$ cat src/rtl/sha256_ctrl_pkg.sv
// -----------------------------------------------------------------------------
// sha256_ctrl_pkg
// Shared definitions for the SHA-256 block controller:
//   - state_t      : controller FSM encoding
//   - NUM_WORDS    : message schedule words loaded per block (16)
//   - NUM_ROUNDS   : maximum compression rounds per block (64)
//   - DIGEST_BYTES : bytes streamed to the transmitter per digest (32)
//   - is_tx()      : true for the two byte-transmit states
// -----------------------------------------------------------------------------
package sha256_ctrl_pkg;

    localparam int NUM_WORDS    = 16;
    localparam int NUM_ROUNDS   = 64;
    localparam int DIGEST_BYTES = 32;

    typedef enum logic [2:0] {
        ST_IDLE,
        ST_LOAD,
        ST_ROUND,
        ST_UPDATE,
        ST_TX_START,
        ST_TX_WAIT,
        ST_DONE,
        ST_ERR
    } state_t;

    function automatic logic is_tx(input state_t s);
        return (s == ST_TX_START) || (s == ST_TX_WAIT);
    endfunction

endpackage

$ cat src/rtl/sha256_tx_seq.sv
// -----------------------------------------------------------------------------
// sha256_tx_seq
// Digest byte sequencer. Keeps the byte counter (0..31) while the controller
// is in TX_START/TX_WAIT and produces the registered transmitter controls.
// Ports:
//   clk, rst_n      clock; synchronous active-high reset (1 = reset)
//   state_reg       controller state this cycle
//   state_next      controller state after this edge
//   tx_done_in      transmitter byte-complete pulse (used only in TX_WAIT)
//   last_byte       combinational: counter points at the final digest byte
//   tx_start        registered one-cycle start pulse (high in TX_START)
//   dig_sel         registered digest word select, byte / 4
//   tx_byte_sel     registered byte-in-word select, byte % 4 (0 = MSB)
// -----------------------------------------------------------------------------
module sha256_tx_seq
    import sha256_ctrl_pkg::*;
(
    input  logic       clk,
    input  logic       rst_n,
    input  state_t     state_reg,
    input  state_t     state_next,
    input  logic       tx_done_in,
    output logic       last_byte,
    output logic       tx_start,
    output logic [2:0] dig_sel,
    output logic [1:0] tx_byte_sel
);

    localparam int BYTE_W = $clog2(DIGEST_BYTES);

    logic [BYTE_W-1:0] byte_cnt_reg;
    logic [BYTE_W-1:0] byte_cnt_next;
    logic              tx_start_reg;
    logic [2:0]        dig_sel_reg;
    logic [1:0]        tx_byte_sel_reg;

    assign last_byte = (byte_cnt_reg == BYTE_W'(DIGEST_BYTES - 1));

    // The counter only lives inside the transmit states; anywhere else it is
    // held at zero, so entering TX_START from UPDATE always begins at byte 0
    // and the select outputs read zero outside transmission.
    always_comb begin
        byte_cnt_next = '0;
        if (is_tx(state_next)) begin
            byte_cnt_next = byte_cnt_reg;
            if ((state_reg == ST_TX_WAIT) && tx_done_in && !last_byte) begin
                byte_cnt_next = byte_cnt_reg + 1'b1;
            end
        end
    end

    always_ff @(posedge clk) begin
        if (rst_n) begin
            byte_cnt_reg    <= '0;
            tx_start_reg    <= 1'b0;
            dig_sel_reg     <= '0;
            tx_byte_sel_reg <= '0;
        end else begin
            byte_cnt_reg    <= byte_cnt_next;
            tx_start_reg    <= (state_next == ST_TX_START);
            dig_sel_reg     <= byte_cnt_next[4:2];
            tx_byte_sel_reg <= byte_cnt_next[1:0];
        end
    end

    assign tx_start    = tx_start_reg;
    assign dig_sel     = dig_sel_reg;
    assign tx_byte_sel = tx_byte_sel_reg;

endmodule

$ cat src/rtl/sha256_ctrl.sv
// -----------------------------------------------------------------------------
// sha256_ctrl
// Control FSM for a SHA-256 core: loads 16 message words from a packer into
// the schedule memory, strobes the compression rounds, triggers the hash
// update and streams the 32 digest bytes to a UART transmitter.
// Parameters:
//   ROUNDS      compression rounds per block (1..64)
//   WDOG_LIMIT  idle cycles tolerated in LOAD (watchdog build only)
// Build option:
//   SHA256_CTRL_WDOG_EN  when defined, LOAD aborts to ERR after WDOG_LIMIT
//                        consecutive cycles without mp_dv_in
// Ports:
//   clk, rst_n                       clock; sync active-high reset (1 = reset)
//   mp_dv_in/mp_data_in/mp_count_in  packer word valid / data / index
//   w_load_en/w_addr/w_data_out      schedule write, one cycle after accept
//   hash_init                        pulse: load initial hash constants
//   round_en/round_idx               round strobe and round number
//   hash_update                      pulse: add working variables into H
//   tx_start/dig_sel/tx_byte_sel     transmitter start and byte select
//   tx_done_in                       transmitter byte-complete pulse
//   busy/done/error                  status; done/error are one-cycle pulses
// All outputs are registered.
// -----------------------------------------------------------------------------
module sha256_ctrl
    import sha256_ctrl_pkg::*;
#(
    parameter int ROUNDS     = 64,
    parameter int WDOG_LIMIT = 4340
) (
    input  logic        clk,
    input  logic        rst_n,
    input  logic        mp_dv_in,
    input  logic [31:0] mp_data_in,
    input  logic [7:0]  mp_count_in,
    output logic        w_load_en,
    output logic [3:0]  w_addr,
    output logic [31:0] w_data_out,
    output logic        hash_init,
    output logic        round_en,
    output logic [5:0]  round_idx,
    output logic        hash_update,
    output logic        tx_start,
    output logic [2:0]  dig_sel,
    output logic [1:0]  tx_byte_sel,
    input  logic        tx_done_in,
    output logic        busy,
    output logic        done,
    output logic        error
);

    // Elaboration-time sanity check on the configuration.
    if (ROUNDS < 1 || ROUNDS > NUM_ROUNDS || WDOG_LIMIT < 1) begin : g_param_check
        $error("sha256_ctrl: ROUNDS must be 1..64 and WDOG_LIMIT >= 1");
    end

    state_t      state_reg, state_next;
    logic [3:0]  last_idx_reg, last_idx_next;
    logic [5:0]  round_cnt_reg, round_cnt_next;
    logic        accept;
    logic        last_byte;

    logic        w_load_en_reg;
    logic [3:0]  w_addr_reg;
    logic [31:0] w_data_reg;
    logic        hash_init_reg;
    logic        round_en_reg;
    logic        hash_update_reg;
    logic        busy_reg;
    logic        done_reg;
    logic        error_reg;

`ifdef SHA256_CTRL_WDOG_EN
    localparam int WDOG_W = $clog2(WDOG_LIMIT + 1);

    logic [WDOG_W-1:0] wdog_cnt_reg, wdog_cnt_next;
    logic              wdog_expired;

    // Counts consecutive silent LOAD cycles; any other state (including the
    // IDLE cycle that precedes LOAD entry) or any valid word clears it.
    always_comb begin
        wdog_cnt_next = '0;
        if ((state_reg == ST_LOAD) && !mp_dv_in) begin
            wdog_cnt_next = wdog_cnt_reg + 1'b1;
        end
    end

    assign wdog_expired = (wdog_cnt_reg == WDOG_W'(WDOG_LIMIT - 1));

    always_ff @(posedge clk) begin
        if (rst_n) begin
            wdog_cnt_reg <= '0;
        end else begin
            wdog_cnt_reg <= wdog_cnt_next;
        end
    end
`else
    logic wdog_expired;
    assign wdog_expired = 1'b0;
`endif

    always_comb begin
        state_next     = state_reg;
        last_idx_next  = last_idx_reg;
        round_cnt_next = round_cnt_reg;
        accept         = 1'b0;

        case (state_reg)
            ST_IDLE: begin
                // Only word 0 may open a block; anything else is dropped.
                if (mp_dv_in && (mp_count_in == 8'd0)) begin
                    accept        = 1'b1;
                    last_idx_next = 4'd0;
                    state_next    = ST_LOAD;
                end
            end
            ST_LOAD: begin
                if (mp_dv_in) begin
                    // Next index writes a new slot; a repeat of the last index
                    // rewrites it (the packer may resend word 0).
                    if ((mp_count_in == ({4'd0, last_idx_reg} + 8'd1)) ||
                        (mp_count_in == {4'd0, last_idx_reg})) begin
                        accept        = 1'b1;
                        last_idx_next = mp_count_in[3:0];
                        if (mp_count_in == 8'(NUM_WORDS - 1)) begin
                            state_next = ST_ROUND;
                        end
                    end else begin
                        state_next = ST_ERR;
                    end
                end else if (wdog_expired) begin
                    state_next = ST_ERR;
                end
            end
            ST_ROUND: begin
                if (round_cnt_reg == 6'(ROUNDS - 1)) begin
                    state_next = ST_UPDATE;
                end else begin
                    round_cnt_next = round_cnt_reg + 6'd1;
                end
            end
            ST_UPDATE:   state_next = ST_TX_START;
            ST_TX_START: state_next = ST_TX_WAIT;
            ST_TX_WAIT: begin
                if (tx_done_in) begin
                    state_next = last_byte ? ST_DONE : ST_TX_START;
                end
            end
            ST_DONE:     state_next = ST_IDLE;
            ST_ERR:      state_next = ST_IDLE;
            default:     state_next = ST_IDLE;
        endcase

        // Round counter is zero everywhere outside ROUND, so each ROUND entry
        // starts at round 0 and the counter never wraps.
        if (state_next != ST_ROUND) begin
            round_cnt_next = '0;
        end
    end

    always_ff @(posedge clk) begin
        if (rst_n) begin
            state_reg       <= ST_IDLE;
            last_idx_reg    <= '0;
            round_cnt_reg   <= '0;
            w_load_en_reg   <= 1'b0;
            w_addr_reg      <= '0;
            w_data_reg      <= '0;
            hash_init_reg   <= 1'b0;
            round_en_reg    <= 1'b0;
            hash_update_reg <= 1'b0;
            busy_reg        <= 1'b0;
            done_reg        <= 1'b0;
            error_reg       <= 1'b0;
        end else begin
            state_reg       <= state_next;
            last_idx_reg    <= last_idx_next;
            round_cnt_reg   <= round_cnt_next;
            w_load_en_reg   <= accept;
            if (accept) begin
                w_addr_reg <= mp_count_in[3:0];
                w_data_reg <= mp_data_in;
            end
            hash_init_reg   <= accept && (state_reg == ST_IDLE);
            round_en_reg    <= (state_next == ST_ROUND);
            hash_update_reg <= (state_next == ST_UPDATE);
            busy_reg        <= (state_next != ST_IDLE);
            done_reg        <= (state_next == ST_DONE);
            error_reg       <= (state_next == ST_ERR);
        end
    end

    sha256_tx_seq u_tx_seq (
        .clk         (clk),
        .rst_n       (rst_n),
        .state_reg   (state_reg),
        .state_next  (state_next),
        .tx_done_in  (tx_done_in),
        .last_byte   (last_byte),
        .tx_start    (tx_start),
        .dig_sel     (dig_sel),
        .tx_byte_sel (tx_byte_sel)
    );

    assign w_load_en   = w_load_en_reg;
    assign w_addr      = w_addr_reg;
    assign w_data_out  = w_data_reg;
    assign hash_init   = hash_init_reg;
    assign round_en    = round_en_reg;
    assign round_idx   = round_cnt_reg;
    assign hash_update = hash_update_reg;
    assign busy        = busy_reg;
    assign done        = done_reg;
    assign error       = error_reg;

endmodule
$ cat config.mk
export PLATFORM = sky130hd
export DESIGN_NAME = sha256_ctrl
export DESIGN_NICKNAME = d
export VERILOG_FILES = /design/src/rtl/sha256_ctrl_pkg.sv /design/src/rtl/sha256_tx_seq.sv /design/src/rtl/sha256_ctrl.sv
export SDC_FILE = /design/constraint.sdc
export NUM_CORES = 1
export LEC_CHECK = 0
export CAP_MARGIN = 20
export CORE_MARGIN = 5
export CORE_UTILIZATION = 25
export CTS_CLUSTER_SIZE = 12
export DETAILED_ROUTE_END_ITERATION = 8
export MAX_ROUTING_LAYER = met4
export SLEW_MARGIN = 20
export SYNTH_ARGS = -nofsm -noshare
export SYNTH_HDL_FRONTEND = slang
export SYNTH_HIERARCHICAL = 1
export SYNTH_SLANG_ARGS = --single-unit
$ cat constraint.sdc
create_clock -name clk -period 3.25 [get_ports clk]
set_input_delay 0.4875 -clock clk [delete_from_list [all_inputs] [get_ports clk]]
set_output_delay 0.4875 -clock clk [all_outputs]
set_load 0.01 [all_outputs]
-- Word level (Yosys, flattened, before mapping)
Index checks and enable logic that the tools add are counted.
- bits in registers: 67
- word-level logic and storage cells: 75
- output and inout bits: 55
- bitwise gates (word level): 1
- equal/unequal tests: 22
- reductions and logical operators: 15
- mux-type cells: 18
- add/subtract/negate cells: 3
- operators with widths (kind ; count):
    $eq A3 B3 Y1 const B ; 8
    $pmux W3 S7 ; 1
    $mux W3 ; 6
    $eq A3 B2 Y1 const B ; 4
    $mux W4 ; 3
    $mux W5 ; 2
    $eq A8 B4 Y1 ; 1
    $eq A8 B4 Y1 const B ; 1
    $eq A8 B5 Y1 ; 1
    $logic_not A8 Y1 ; 1
    $pmux W4 S2 ; 1
    $add A6 B1 Y6 const B ; 1
    $eq A6 B6 Y1 const B ; 1
    $ne A2 B2 Y1 const B ; 3
    $add A4 B1 Y5 const B ; 1
    $add A5 B1 Y5 const B ; 1
    $eq A5 B5 Y1 const B ; 1
    $logic_and A1 B1 Y1 ; 4
    $reduce_and A4 Y1 ; 1
    $reduce_or A2 Y1 ; 2
    $eq A3 B1 Y1 const B ; 1
    $logic_not A3 Y1 ; 1
    $mux W1 ; 3
    $ne A3 B2 Y1 const B ; 1
    8 further kinds ; 9

-- Longest topological paths before layout
- depth after elaboration: 9
- mapped depth: 11
- gate-level depth less buffers: 11

-- Hierarchy
Netlist, hierarchy kept.
- modules (own cells, without submodules) (module ; area an instance (um^2) ; cells an instance ; seq. area each (um^2) ; times used):
    sha256_ctrl ; 2359.8 ; 283 ; 1121.1 ; 1
    sha256_tx_seq ; 312.8 ; 32 ; 120.1 ; 1

-- Least setup slack after synthesis
No wires, ideal clock.
- path kind: flip-flop to flip-flop
- from: register last_idx_reg[0]
- to: register u_tx_seq.byte_cnt_reg[0]
- library setup time: 0.070 ns
- stages on the path, launching flop included: 10
- setup slack: 0.783 ns
- path buffers: 0
- arrival time: 2.397 ns
- path through: dfxtp_1 > ha_1 > o21ba_1 > a221oi_2 > o2111ai_2 > a211o_1 > nand2_1 > inv_1 > or3b_2 > a21oi_1
- word-level cells in the longest chain between the ends: 9
- RTL lines (element ; line ; text):
    start: declaration ; sha256_ctrl.sv:57 ; logic [3:0] last_idx_reg, last_idx_next;
    start signal: assignment ; sha256_ctrl.sv:176 ; last_idx_reg <= last_idx_next;
    $add A4 B1 Y5 ; sha256_ctrl.sv:120 ; if ((mp_count_in == ({4'd0, last_idx_reg} + 8'd1)) ||
    $eq A8 B5 Y1 ; sha256_ctrl.sv:120 ;
    $logic_or A1 B1 Y1 * ; sha256_ctrl.sv:120 ;
    $mux W3 * ; sha256_ctrl.sv:120 ;
    $mux W3 * ; sha256_ctrl.sv:117 ; if (mp_dv_in) begin
    $pmux W3 S7 * ; sha256_ctrl.sv:107 ; case (state_reg)
    via state_next[1] ; sha256_ctrl.sv:56 ; state_t state_reg, state_next;
    $eq A3 B3 Y1 ; sha256_ctrl_pkg.sv:28 ; return (s == ST_TX_START) || (s == ST_TX_WAIT);
    $logic_or A1 B1 Y1 * ; sha256_ctrl_pkg.sv:28 ;
    $mux W5 * ; sha256_tx_seq.sv:44 ; if (is_tx(state_next)) begin
    end signal: assignment ; sha256_tx_seq.sv:59 ; byte_cnt_reg <= byte_cnt_next;
    end: declaration ; sha256_tx_seq.sv:31 ; logic [BYTE_W-1:0] byte_cnt_reg;
Mark *: on every way through the listed nets, which the timed path passes. The rest lies on a longest branch.
A chain may end at the register's enable or synchronous reset.

-- Worst setup path after layout
- from: input mp_count_in[2]
- to: register u_tx_seq.byte_cnt_reg[0]
- word-level cells in the longest chain between the ends: 8
- RTL lines (element ; line ; text):
    start: declaration ; sha256_ctrl.sv:34 ; input logic [7:0] mp_count_in,
    $eq A8 B4 Y1, or another cell as far along ; sha256_ctrl.sv:124 ; if (mp_count_in == 8'(NUM_WORDS - 1)) begin
    $mux W3 / $logic_or A1 B1 Y1 (equally long branches) ; sha256_ctrl.sv:124, sha256_ctrl.sv:120 ;
    $mux W3 ; sha256_ctrl.sv:120 ;
    $mux W3 ; sha256_ctrl.sv:117 ;
    $pmux W3 S7 * ; sha256_ctrl.sv:107 ;
    via state_next[1] ; sha256_ctrl.sv:56 ;
    $eq A3 B3 Y1 ; sha256_ctrl_pkg.sv:28 ;
    $logic_or A1 B1 Y1 * ; sha256_ctrl_pkg.sv:28 ;
    $mux W5 * ; sha256_tx_seq.sv:44 ;
Marks and branches as above.

==> impl_metrics.tcl <==
set metrics [dict create \
    die_w_um 113 \
    run_status "finished clean" \
    max-cap-violations 0 \
    nNetsFinal 461 \
    period_share_pct 85.5 \
    critPathMaxFanout 7 \
    maximum_resistive_drop_on_vdd_v 0.000239 \
    first_global_vias 2437 \
    htree_num_levels 3 \
    tritoncts "built" \
    critPathMaxStageDelay_ns 0.62 \
    final.setup.tns_ns 0 \
    clock_latency_ns 0.34 \
    postRouteAntennaNets 0 \
    synth_top_family_by_area "simple AND/OR/NAND/NOR gates" \
    nFillCells 1068 \
    clock.fmax_ghz 0.360 \
    synth.distinct_cells 48 \
    mean_number_of_vias_per_cell 4.54 \
    synth.ff_latch_count 62 \
    initial_utilization_pct 25.8 \
    synth.top_cell.area_share_pct 46.4 \
    worst_setup_hold_path_clk_slew_ns 0.07 \
    place_hpwl_um 5490 \
    setup.worst_path.class "primary input to flop" \
    synth_area_in_compound_gates_pct 16.1 \
    yosysMostFrequentCell "sky130_fd_sc_hd__nand2_1" \
    netlist_top_cells_area "sky130_fd_sc_hd__dfxtp_1 (46%), sky130_fd_sc_hd__nand2_1 (12%), sky130_fd_sc_hd__a21oi_1 (8.1%), sky130_fd_sc_hd__xor2_1 (2.9%), sky130_fd_sc_hd__nand4_1 (2.1%)" \
    leakagePower_uw 0.00139 \
    synth_top_flop_cell "sky130_fd_sc_hd__dfxtp_1" \
    syn_area_mm2 0.00267 \
    layout_cell_share_with_drive_strength_beyond_1_pct 8.63 \
    finalMaxSlewViolations 0 \
    remaining_drc_errors 0 \
    total_routing_usage_gr_pct 12.2 \
    route.detailed.wl_per_inst_um 13.8 \
    final_util_pct 38.5 \
    numCtsBuffers 9 \
    critical_path_cell_by_cell "clkdlybuf4s50_1 -> o21ba_1 -> a221oi_2 -> o2111ai_2 -> a211o_1 -> nand2_1 -> inv_1 -> or3b_2 -> a21oi_1" \
    chipHeight_um 113 \
    post_synthesis_sequential_area_ratio_pct 46.4 \
    number_of_buffers_between_clock_root_and_the_deepest_sink 2 \
    num_rows 37 \
    postCtsResizedCells 0 \
    count_of_flip_flops_with_a_built_in_enable_after_synthesis 0 \
    worstPathArrival_ns 3.04 \
    hold_class "flop to flop" \
    grt_first_pass_wirelength_um 12300 \
    maximum_number_of_pins_on_one_net_before_global_route_repair 52 \
    initialDrtViolationCount 72 \
    grt_setup_unrepaired "false" \
    crit_path_end_kind "flop" \
    per_instance_average_area_after_synthesis_um2 8.48 \
    overflow 0 \
    synth_adder_area_share_pct 1.87 \
    critical_path.slowest_cell "sky130_fd_sc_hd__clkdlybuf4s50_1" \
    area_delta_synth_final_pct 49.3 \
    gpl.final_weighted_congestion 0.824 \
    cts.sink_count 62 \
    largest_register_ffs 32 \
    antennaDiodeCount 0 \
    postCtsSetupRepairBufs 0 \
    path_delay_family "compound AO/OA/AOI/OAI gates" \
    worst-path-buf-inv 2 \
    simple_gate_portion_of_the_synthesized_area_pct 27.0 \
    p_per_area_mw_per_mm2 437 \
    design.core.area_mm2 0.0104 \
    vias 2511 \
    final.setup_skew_ns 0.0127 \
    synth_nets 363 \
    synth.top_cells.by_count "sky130_fd_sc_hd__nand2_1 (82), sky130_fd_sc_hd__dfxtp_1 (62), sky130_fd_sc_hd__a21oi_1 (43)" \
    synth_mux_area_share_pct 0.749 \
    worstPathRequired_ns 3.52 \
    finalWirelength_um 7610 \
    synth-warning-count 6 \
    pin_count 99 \
    cts_root_buffer "sky130_fd_sc_hd__clkbuf_8" \
    synthCells 315 \
    detailedRoute.firstPassIterationCount 4 \
    hold_violations 0 \
    die_area_mm2 0.0129 \
    post_cts_hold_buffer_count 0 \
    timing.final.setup_violations 0 \
    buffer_ports.inserted 98 \
    grt_antenna_before_repair 0 \
    timing.critical_path.from_type "primary input" \
    worstMarginPinSlew_ns 0.955 \
    max_slew_margin_pct 36.3 \
    postSynth.asyncResetShare_pct 0 \
    synth_xor_area_share_pct 3.60 \
    timing.final.crit_period_ns 2.78 \
    synth_top_cell_by_area "sky130_fd_sc_hd__dfxtp_1" \
]
-- cell families after synthesis --
family | after synthesis
and+or+nand+nor | 145
AOI/OAI and AO/OA | 68
DFF | 62
buffers and inverters | 23
xor gates and xnor gates | 11
adders and majority gates | 4
muxes | 2
-- metal layers --
layer,global-route usage (%),wire (µm),vias up
met2,18.7,3640,57
met5,-,0,-
met3,3.34,367,11
li1,-,-,1287
met4,5.29,136,0
met1,15.0,3470,1156
-- final timing paths --
kind | from | to | slack [ns] | depth (start not counted)
worst max-delay path | mp_count_in[2] | u_tx_seq/byte_cnt_reg[0] | 0.47 | 9
worst min-delay path | w_data_out[19] | w_data_out[19] | 0.45 | 2
worst max register to register | last_idx_reg[0] | u_tx_seq/byte_cnt_reg[0] | 0.57 | 9
worst min register to register | w_data_out[19] | w_data_out[19] | 0.45 | 2
-- layout by cell type (no fill, tap or decap), types with 2 or more instances in the layout --
master	n
sky130_fd_sc_hd__bufinv_16	2
sky130_fd_sc_hd__a31oi_1	3
sky130_fd_sc_hd__and3_1	4
sky130_fd_sc_hd__nand3_1	5
sky130_fd_sc_hd__o21ai_0	7
sky130_fd_sc_hd__buf_4	5
sky130_fd_sc_hd__ha_1	4
sky130_fd_sc_hd__a21oi_1	43
sky130_fd_sc_hd__nand2_1	82
sky130_fd_sc_hd__and2_1	2
sky130_fd_sc_hd__dfxtp_1	62
sky130_fd_sc_hd__clkbuf_8	9
sky130_fd_sc_hd__nor2_1	14
sky130_fd_sc_hd__clkdlybuf4s50_1	97
sky130_fd_sc_hd__xnor2_1	2
sky130_fd_sc_hd__nor3_1	6
sky130_fd_sc_hd__nor3b_1	2
sky130_fd_sc_hd__inv_1	5
sky130_fd_sc_hd__clkbuf_1	2
sky130_fd_sc_hd__mux2i_1	2
sky130_fd_sc_hd__nor4_1	7
sky130_fd_sc_hd__nand4_1	9
sky130_fd_sc_hd__a21oi_2	5
sky130_fd_sc_hd__xor2_1	9
-- area by class of cell --
type	count	area (µm²)	area share [%]
flip-flops and latches	62	1240	31.1
well taps	136	170	4.27
clock buffers	11	131	3.29
repair buffers	104	1030	25.9
clock inverters	4	72.6	1.82
inverters	6	22.5	0.565
multi-input cells	230	1320	33.0
-- worst register-to-register path: stages, from the launching register on --
cell	delay (ns)
sky130_fd_sc_hd__dfxtp_1	0.35
sky130_fd_sc_hd__ha_1	0.31
sky130_fd_sc_hd__xor2_1	0.15
sky130_fd_sc_hd__nor4_1	0.27
sky130_fd_sc_hd__o2111ai_2	0.32
sky130_fd_sc_hd__a211o_1	0.39
sky130_fd_sc_hd__nand2_1	0.10
sky130_fd_sc_hd__inv_1	0.05
sky130_fd_sc_hd__or3b_2	0.53
sky130_fd_sc_hd__a21oi_1	0.14
-- power by group --
group / total [µW] / internal (µW) / switching (µW) / leakage, µW
clock: 723 / 427 / 296 / 0.0000994
combinational: 221 / 116 / 105 / 0.000795
sequential: 801 / 782 / 18.6 / 0.000501
total: 1740 / 1330 / 420 / 0.00139
-- stage by stage --
step | instance area (µm²) | setup slack (ns) | power, µW | cells | hold slack [ns]
final | 3990 | 0.473 | 1740 | 553 | 0.452
after global routing | 3990 | 0.340 | 1830 | 553 | 0.476
after CTS | 3990 | 0.508 | 1780 | 553 | 0.452
after detailed placement | 3780 | 0.131 | 1040 | 538 | 0.442
after global placement | 3780 | 0.196 | 1040 | 538 | 0.437
after floorplan | 2670 | 0.783 | 918 | 315 | 0.469
(Power assumes the default switching activity.)
==> patch, RTL diff (same flow settings) <==
Set the package constant `DIGEST_BYTES` to 64 (it was 32). Comments in the files are not updated.
--- a/src/rtl/sha256_ctrl_pkg.sv
+++ b/src/rtl/sha256_ctrl_pkg.sv
@@ -11,7 +11,7 @@
 
     localparam int NUM_WORDS    = 16;
     localparam int NUM_ROUNDS   = 64;
-    localparam int DIGEST_BYTES = 32;
+    localparam int DIGEST_BYTES = 64;
 
     typedef enum logic [2:0] {
         ST_IDLE,
Formal check against the unedited RTL: no difference found for any inputs over 10 cycles, from zero or initial values and one cycle with rst_n high; that may be too few to reach the edited logic, so the function may still have changed.
==> patch against the unedited design <==
  * Final cell count up 1.3%
  * Worst setup slack worse by 0.016 ns
  * Count of clock-buffer cells in the layout increased by 2
  * Clock skew is 0.0012 ns lower
  * Critical path depth is the same
  * Worst hold slack worse by 0.0011 ns
  * Sequential share of layout area is essentially flat
  * Total power rose by 3.3%
  * Cell area up 1.7%
  * Sequential cell count rose by 1
  * Clock power up 7.1%
  * Routed wire length rose by 1.8%
  * Synthesized area up 3.0%
  * Synthesized cell count up 1.9%
  * Highest routed layer unchanged
==> patch: results (changes against the unedited design) <==
status: "finished, final reports clean"
cts_resized: 0  # unchanged
layout.cells.non_filler: 560  # +1.3%
yosysUniqueCellTypes: 49  # +2.1%
syn_inst: 321  # +1.9%
ys_seq_area_frac: 0.458  # -0.00624
grt_pass1_wl_um: 12300  # +0.28%
min_to: "w_data_out[14]"
min_from: "w_data_out[14]"
muxShareOfSynthArea: 0.00727  # -0.000218
dpl_cell_area_mm2: 0.00383  # +1.2%
drive_gt1_frac: 0.0952  # +0.00891
skew_ns: 0.0115  # -0.00124 ns
synth_adder_area_share: 0.0136  # -0.00509
vdd_drop_max_mv: 0.185  # -23%
placed_cells: 544  # +1.1%
pre_cts_ws_ns: 0.119  # -0.0124 ns
critPathSlowestCell: "or3b_2"
synth_xor_area_frac: 0.0445  # +0.00850
r2r_slack_ns: 0.52  # -0.05 ns
synth_compound_area_frac: 0.166  # +0.00533
fillers: 1100  # +3.0%
wire_per_inst_um: 13.8  # +0.50%
r2r_end: "u_tx_seq/byte_cnt_reg[2]"
maxSlewHeadroom: 0.336  # -0.0270
synth.net_count: 368  # +1.4%
synth.top_cells.by_area: "dfxtp_1 46%, nand2_1 11%, a21oi_1 7.5%"
vias: 2549  # +1.5%
fin_nets: 462  # +0.22%
synthTopCellsByCount: "82 x nand2_1, 63 x dfxtp_1, 41 x a21oi_1"
hold_ws_ns: 0.451  # -0.00113 ns
grt_usage: 0.121  # -0.00103
-- patch: cell types whose count changed in the layout (fill, tap and decap cells not counted), sizes merged, moves of 3 or more --
cell   unedited run  this run
nand3             5         2
o21ai             7         4
nor2             14        19
xnor2             2         5
-- patch: kinds of logic after synthesis --
family | Yosys count
buf+inv | 28
xor+xnor | 14
fa+ha+maj | 3
compound gates | 67
mux | 2
simple gates | 144
flops | 63
-- patch: final cells by class --
type | count | share of cell area
repair buffers | 106 | 0.255
multi-input cells | 230 | 0.330
clock inverters | 3 | 0.0160
well taps | 140 | 0.0432
flip-flops and latches | 63 | 0.311
inverters | 5 | 0.00463
clock buffers | 13 | 0.0392
-- patch: power by group --
part	switching, W	total, W	internal, W
clock network	0.000300	0.000774	0.000474
registers	0.0000142	0.000808	0.000794
logic	0.000107	0.000220	0.000112
-- patch: how the worst max path moves through the flow --
stage,start,end,slack (ns)
finish,mp_count_in[3],u_tx_seq/byte_cnt_reg[2],0.46
CTS,mp_count_in[1],u_tx_seq/byte_cnt_reg[2],0.47
global route,mp_count_in[0],u_tx_seq/byte_cnt_reg[2],0.30
floorplan,last_idx_reg[0],u_tx_seq/byte_cnt_reg[2],0.61
detailed placement,mp_count_in[1],u_tx_seq/byte_cnt_reg[2],0.12
global placement,mp_count_in[1],u_tx_seq/byte_cnt_reg[2],0.21
-- patch: layer usage --
| metal | track usage | wire length (um) |
|---|---|---|
| met5 | - | 0 |
| met4 | 0.0673 | 173 |
| met3 | 0.0274 | 352 |
| met2 | 0.183 | 3710 |
| met1 | 0.148 | 3510 |
-- patch: worst max-delay path: cells and delay by family --
| kind | cells | cell delay (ns) |
|---|---|---|
| simple gates | 2 | 0.72 |
| xor+xnor | 2 | 0.47 |
| compound gates | 3 | 0.78 |
| buf+inv | 2 | 0.59 |
-- patch: stage by stage --
step	total power, W	utilization
CTS	0.00184	0.376
global route	0.00189	0.376
finish	0.00180	0.376
floorplan	0.000927	-
global placement	0.00104	0.355
detailed placement	0.00105	0.355
